--- src/rtl/mult_arb.sv ---
// Two-requester round-robin front end for a shared, in-order pipelined multiplier.
// Issued requester IDs are kept in a tag FIFO so each result returns to its owner.
module mult_arb #(
    parameter int MAX_INFLIGHT = 4
) (
    input  logic         clock,
    input  logic         reset,
    input  logic [1:0]   req_valid,
    output logic [1:0]   req_ready,
    input  logic [127:0] req_mcand,
    input  logic [127:0] req_mplier,
    output logic [1:0]   resp_valid,
    output logic [63:0]  resp_product,
    output logic         mult_start,
    output logic [63:0]  mult_mcand,
    output logic [63:0]  mult_mplier,
    input  logic [63:0]  mult_product,
    input  logic         mult_done,
    output logic [3:0]   inflight,
    output logic         err
);
    localparam int            PW   = (MAX_INFLIGHT > 1) ? $clog2(MAX_INFLIGHT) : 1;
    localparam logic [3:0]    FULL = 4'(MAX_INFLIGHT);
    localparam logic [PW-1:0] LAST = PW'(MAX_INFLIGHT - 1);

    logic          r_live;
    logic          r_ptr;
    logic          r_start;
    logic          r_err;
    logic [63:0]   r_mcand;
    logic [63:0]   r_mplier;
    logic [63:0]   r_resp_product;
    logic [1:0]    r_resp_valid;
    logic [3:0]    r_inflight;
    logic [PW-1:0] r_wp;
    logic [PW-1:0] r_rp;
    logic          r_tag [MAX_INFLIGHT];

    logic [1:0]    w_grant;
    logic          w_win;
    logic          w_xfer;
    logic          w_empty;
    logic          w_pop;

    function automatic logic [PW-1:0] f_next(input logic [PW-1:0] p);
        return (p == LAST) ? '0 : p + 1'b1;
    endfunction

    // r_live stays low through the first edge after reset release, so no transfer can land there.
    always_comb begin
        w_grant = '0;
        if (r_live && (r_inflight != FULL)) begin
            if (req_valid[r_ptr])
                w_grant[r_ptr] = 1'b1;
            else if (req_valid[~r_ptr])
                w_grant[~r_ptr] = 1'b1;
        end
    end

    assign req_ready = w_grant;
    assign w_xfer    = |(req_valid & w_grant);
    assign w_win     = w_grant[1];
    assign w_empty   = (r_inflight == '0);
    assign w_pop     = mult_done && !w_empty;

    always_ff @(posedge clock or negedge reset) begin
        if (!reset) begin
            r_live         <= 1'b0;
            r_ptr          <= 1'b0;
            r_start        <= 1'b0;
            r_err          <= 1'b0;
            r_mcand        <= '0;
            r_mplier       <= '0;
            r_resp_product <= '0;
            r_resp_valid   <= '0;
            r_inflight     <= '0;
            r_wp           <= '0;
            r_rp           <= '0;
            for (int unsigned i = 0; i < MAX_INFLIGHT; i++)
                r_tag[i] <= 1'b0;
        end else begin
            r_live       <= 1'b1;
            r_start      <= w_xfer;
            r_resp_valid <= '0;
            if (w_xfer) begin
                r_mcand     <= w_win ? req_mcand[127:64]  : req_mcand[63:0];
                r_mplier    <= w_win ? req_mplier[127:64] : req_mplier[63:0];
                r_tag[r_wp] <= w_win;
                r_wp        <= f_next(r_wp);
                r_ptr       <= ~w_win;
            end
            if (w_pop) begin
                r_resp_valid   <= r_tag[r_rp] ? 2'b10 : 2'b01;
                r_resp_product <= mult_product;
                r_rp           <= f_next(r_rp);
            end
            if (mult_done && w_empty)
                r_err <= 1'b1;
            case ({w_xfer, w_pop})
                2'b10:   r_inflight <= r_inflight + 4'd1;
                2'b01:   r_inflight <= r_inflight - 4'd1;
                default: r_inflight <= r_inflight;
            endcase
        end
    end

    assign resp_valid   = r_resp_valid;
    assign resp_product = r_resp_product;
    assign mult_start   = r_start;
    assign mult_mcand   = r_mcand;
    assign mult_mplier  = r_mplier;
    assign inflight     = r_inflight;
    assign err          = r_err;

endmodule
--- config.mk ---
export PLATFORM = sky130hd
export DESIGN_NAME = mult_arb
export DESIGN_NICKNAME = d
export VERILOG_FILES = /design/src/rtl/mult_arb.sv
export SDC_FILE = /design/constraint.sdc
export NUM_CORES = 1
export LEC_CHECK = 0
export BUFFER_PORTS_ARGS = -buffer_cell sky130_fd_sc_hd__clkbuf_2
export CORE_AREA = 2 2 206 208
export CTS_CLUSTER_SIZE = 12
export DETAILED_ROUTE_END_ITERATION = 8
export DIE_AREA = 0 0 208 210
export GPL_ROUTABILITY_DRIVEN = 1
export PLACE_DENSITY = 0.47
export REMOVE_ABC_BUFFERS = 1
export SLEW_MARGIN = 30
export SYNTH_ARGS = -nofsm -noshare
export SYNTH_HDL_FRONTEND = slang
export SYNTH_SLANG_ARGS = --single-unit
export TNS_END_PERCENT = 100
--- constraint.sdc ---
create_clock -name clock -period 2.98 [get_ports clock]
set_input_delay 0 -clock clock [delete_from_list [all_inputs] [get_ports clock]]
set_output_delay 0 -clock clock [all_outputs]
set_load 0.02 [all_outputs]
==> impl_metrics.env <==
export IMPL_status="completed"
export IMPL_layout_common_cells="clkbuf_2 (525), dlygate4sd3_1 (326), dfrtp_1 (210)"
export IMPL_grt_use_total_pct=15.3
export IMPL_syn_area_um2=9140
export IMPL_max_vdd_ir_drop_v=0.000342
export IMPL_slew_headroom_pct=47.8
export IMPL_slowest_delay_ps=580
export IMPL_synth_warnings=0
export IMPL_cts_max_path_buffers=3
export IMPL_setup_tns_ps=0
export IMPL_vias=9618
export IMPL_route_detailed_drc=0
export IMPL_ioPinCount=527
export IMPL_final_nets=2079
export IMPL_slew_violations=0
export IMPL_fin_crit_ps=2410
export IMPL_grt_antenna_before_repair=2
export IMPL_crit_fanout=49
export IMPL_fmax_mhz=416
export IMPL_hold_path_class="in -> async"
export IMPL_path_buf_inv=3
export IMPL_die_y_um=210
export IMPL_fp_row_count=75
export IMPL_clkLatencyLatePin_ps=520
export IMPL_dp_final_hpwl_um=23900
export IMPL_cellPowerDensity_nw_per_um2=730
export IMPL_critical_path_arrival_ps=2800
export IMPL_clkTransAtPathRegs_ps=60
export IMPL_first_iter_violations=424
export IMPL_cp_slowest_cell="dlygate4sd3_1"
export IMPL_end_kind="register"
export IMPL_cts_buffers=25
export IMPL_mostFrequentLayoutCell="clkbuf_2"
export IMPL_firstDrtPassIters=4
export IMPL_worstSetupStartpointType="register"
export IMPL_report_final_hold_viol_count=0
export IMPL_die_w_um=208
export IMPL_wl_um=34300
export IMPL_cts_root_buf="clkbuf_16"
export IMPL_cts_tree="done"
export IMPL_start_util_pct=22.0
export IMPL_grt_pass1_wl_um=54000
export IMPL_required_ps=3370
export IMPL_postCtsSetupBuffers=0
export IMPL_crit_top_cell="buf_12"
export IMPL_dp_cells=1932
export IMPL_gr_total_overflow=0
export IMPL_synth_cells=909
export IMPL_seq_area_frac_synth_pct=57.5
export IMPL_fin_worst_skew_ps=7.99
export IMPL_io_buffers=526
export IMPL_area_growth_pct=79.6
export IMPL_synth_cell_type_count=36
export IMPL_cts_max_level=1
export IMPL_crit_type="reg -> reg"
export IMPL_cts_sinks=210
export IMPL_drive_above_1_share_pct=33.4
export IMPL_syn_avg_cell_area_um2=10.1
export IMPL_route_detailed_vias_per_inst=4.18
export IMPL_worstMarginPinSlew_ps=782
export IMPL_core_um2=41500
export IMPL_synth_seq_cells=210
export IMPL_critical_path_top_delay_family="buffers and inverters"
export IMPL_power_leakage_uw=0.00846
export IMPL_grt_pass1_vias=10100
export IMPL_rsz0062_at_grt="false"
export IMPL_crit_chain="o21ai_4 -> buf_12 -> buf_12 -> mux2i_1 -> dlygate4sd3_1 -> a21oi_1"
export IMPL_grt_max_degree=85
export IMPL_detail_route_antenna_nets=0
export IMPL_dp_slack_ps=630
export IMPL_holdWs_ps=86.9
export IMPL_maxCapViolCount=0
export IMPL_stdcell_count=2301
export IMPL_timing_final_crit_share_pct=80.7
export IMPL_finalWorstSetupSlack_ps=574
export IMPL_final_setup_viol_count=0
export IMPL_avgRoutedWirePerCell_um=14.9
export IMPL_dieArea_um2=43700
export IMPL_gp_congestion=0.764
Yosys cell counts:
master | number | area share (%)
o21ai_1 | 1 | 0.055
o21ai_0 | 2 | 0.11
nand2_1 | 197 | 8.1
buf_2 | 43 | 2.4
a21o_1 | 1 | 0.082
nand2b_1 | 1 | 0.068
xor2_1 | 2 | 0.19
a31o_2 | 1 | 0.096
inv_1 | 5 | 0.21
xnor2_1 | 3 | 0.29
nor3_1 | 2 | 0.11
ha_1 | 8 | 1.1
nor3_2 | 1 | 0.11
conb_1 | 1 | 0.041
a2111oi_0 | 1 | 0.096
inv_2 | 2 | 0.082
mux4_2 | 1 | 0.25
a21oi_2 | 1 | 0.096
mux2i_1 | 128 | 14
buf_4 | 2 | 0.16
buf_6 | 1 | 0.12
clkbuf_1 | 14 | 0.57
nor4_1 | 1 | 0.068
o21ai_2 | 1 | 0.096
a21oi_1 | 131 | 7.2
a31oi_1 | 9 | 0.62
nand3b_1 | 1 | 0.082
and2_1 | 1 | 0.068
a211oi_1 | 1 | 0.082
o41ai_4 | 1 | 0.30
mux2_2 | 1 | 0.12
nor2b_1 | 1 | 0.068
nand3_1 | 1 | 0.055
nor4b_1 | 1 | 0.096
nor2_1 | 131 | 5.4
dfrtp_1 | 210 | 57
worst register-to-register path: stages, from the launching register on:
cell and delay [ps]:
dfrtp_1 430, o21ai_4 230, buf_12 270, buf_12 390, mux2i_1 320, dlygate4sd3_1 580
a21oi_1 70
sequential cells by signal (all words and copies together), names as in the netlist:
signal        flops
r_tag             4
resp_product     64
r_rp              2
mult_mcand       64
r_wp              2
err               1
mult_mplier      64
r_ptr             1
mult_start        1
inflight          4
resp_valid        2
r_live            1
what timing repair did:
action | 4_1_cts | 5_1_grt
endpoints found under the hold margin | 283 | 0
hold buffers | 326 | 0
resized for setup | 0 | 0
power breakdown:
group	internal [µW]	switching, µW	total [µW]	leakage (µW)
combinational	1960	2860	4830	0.00570
clock	1660	1160	2810	0.000365
sequential	3760	585	4350	0.00240
worst paths after layout:
check | start | to | slack (ps) | cells past startpoint
setup / recovery | r_ptr | mult_mcand[24] | 570 | 6
hold / removal | reset | resp_product[21] | 90 | 2
setup reg to reg | r_ptr | mult_mcand[24] | 570 | 6
hold reg to reg | resp_product[17] | resp_product[17] | 480 | 2
max in group asynchronous | reset | mult_mplier[11] | 1980 | 4
min in group clock | mult_product[62] | resp_product[62] | 210 | 4
per-layer routing:
layer,vias up,track usage [%],part of all wire [%]
met5,-,0,0
met4,0,5.06,2.5
met3,57,4.48,8.3
met2,397,27.8,50
met1,4469,17.1,39
li1,4695,-,-
metrics by stage:
step / power (µW) / utilization [%] / cell area (µm²)
final: 12000 / 39.6 / 16400
after global placement: 8660 / 29.9 / 12400
after detailed placement: 8720 / 29.9 / 12400
after global routing: 12800 / 39.6 / 16400
after floorplan: 7130 / - / 8850
after CTS: 12200 / 39.6 / 16400
logic make-up after synthesis:
family	after synthesis	synth area share [%]
flip-flops	210	57.5
AND/OR/NAND/NOR	338	14.2
other	1	0.0410
AO/OA/AOI/OAI	150	8.80
XOR/XNOR	5	0.479
adder cells (fa/ha/maj)	8	1.10
multiplexers	130	14.4
buffers and inverters	67	3.50
layout make-up:
class	count	area (µm²)
Fill cell	4062	25100
Timing Repair Buffer	870	6130
Sequential cell	210	5260
Multi-Input combinational cell	632	3580
Clock buffer	38	724
Tap cell	539	674
Inverter	7	33.8
Clock inverter	4	22.5
Antenna cell	1	2.50
Note: power is estimated with default switching activity, not from simulation.
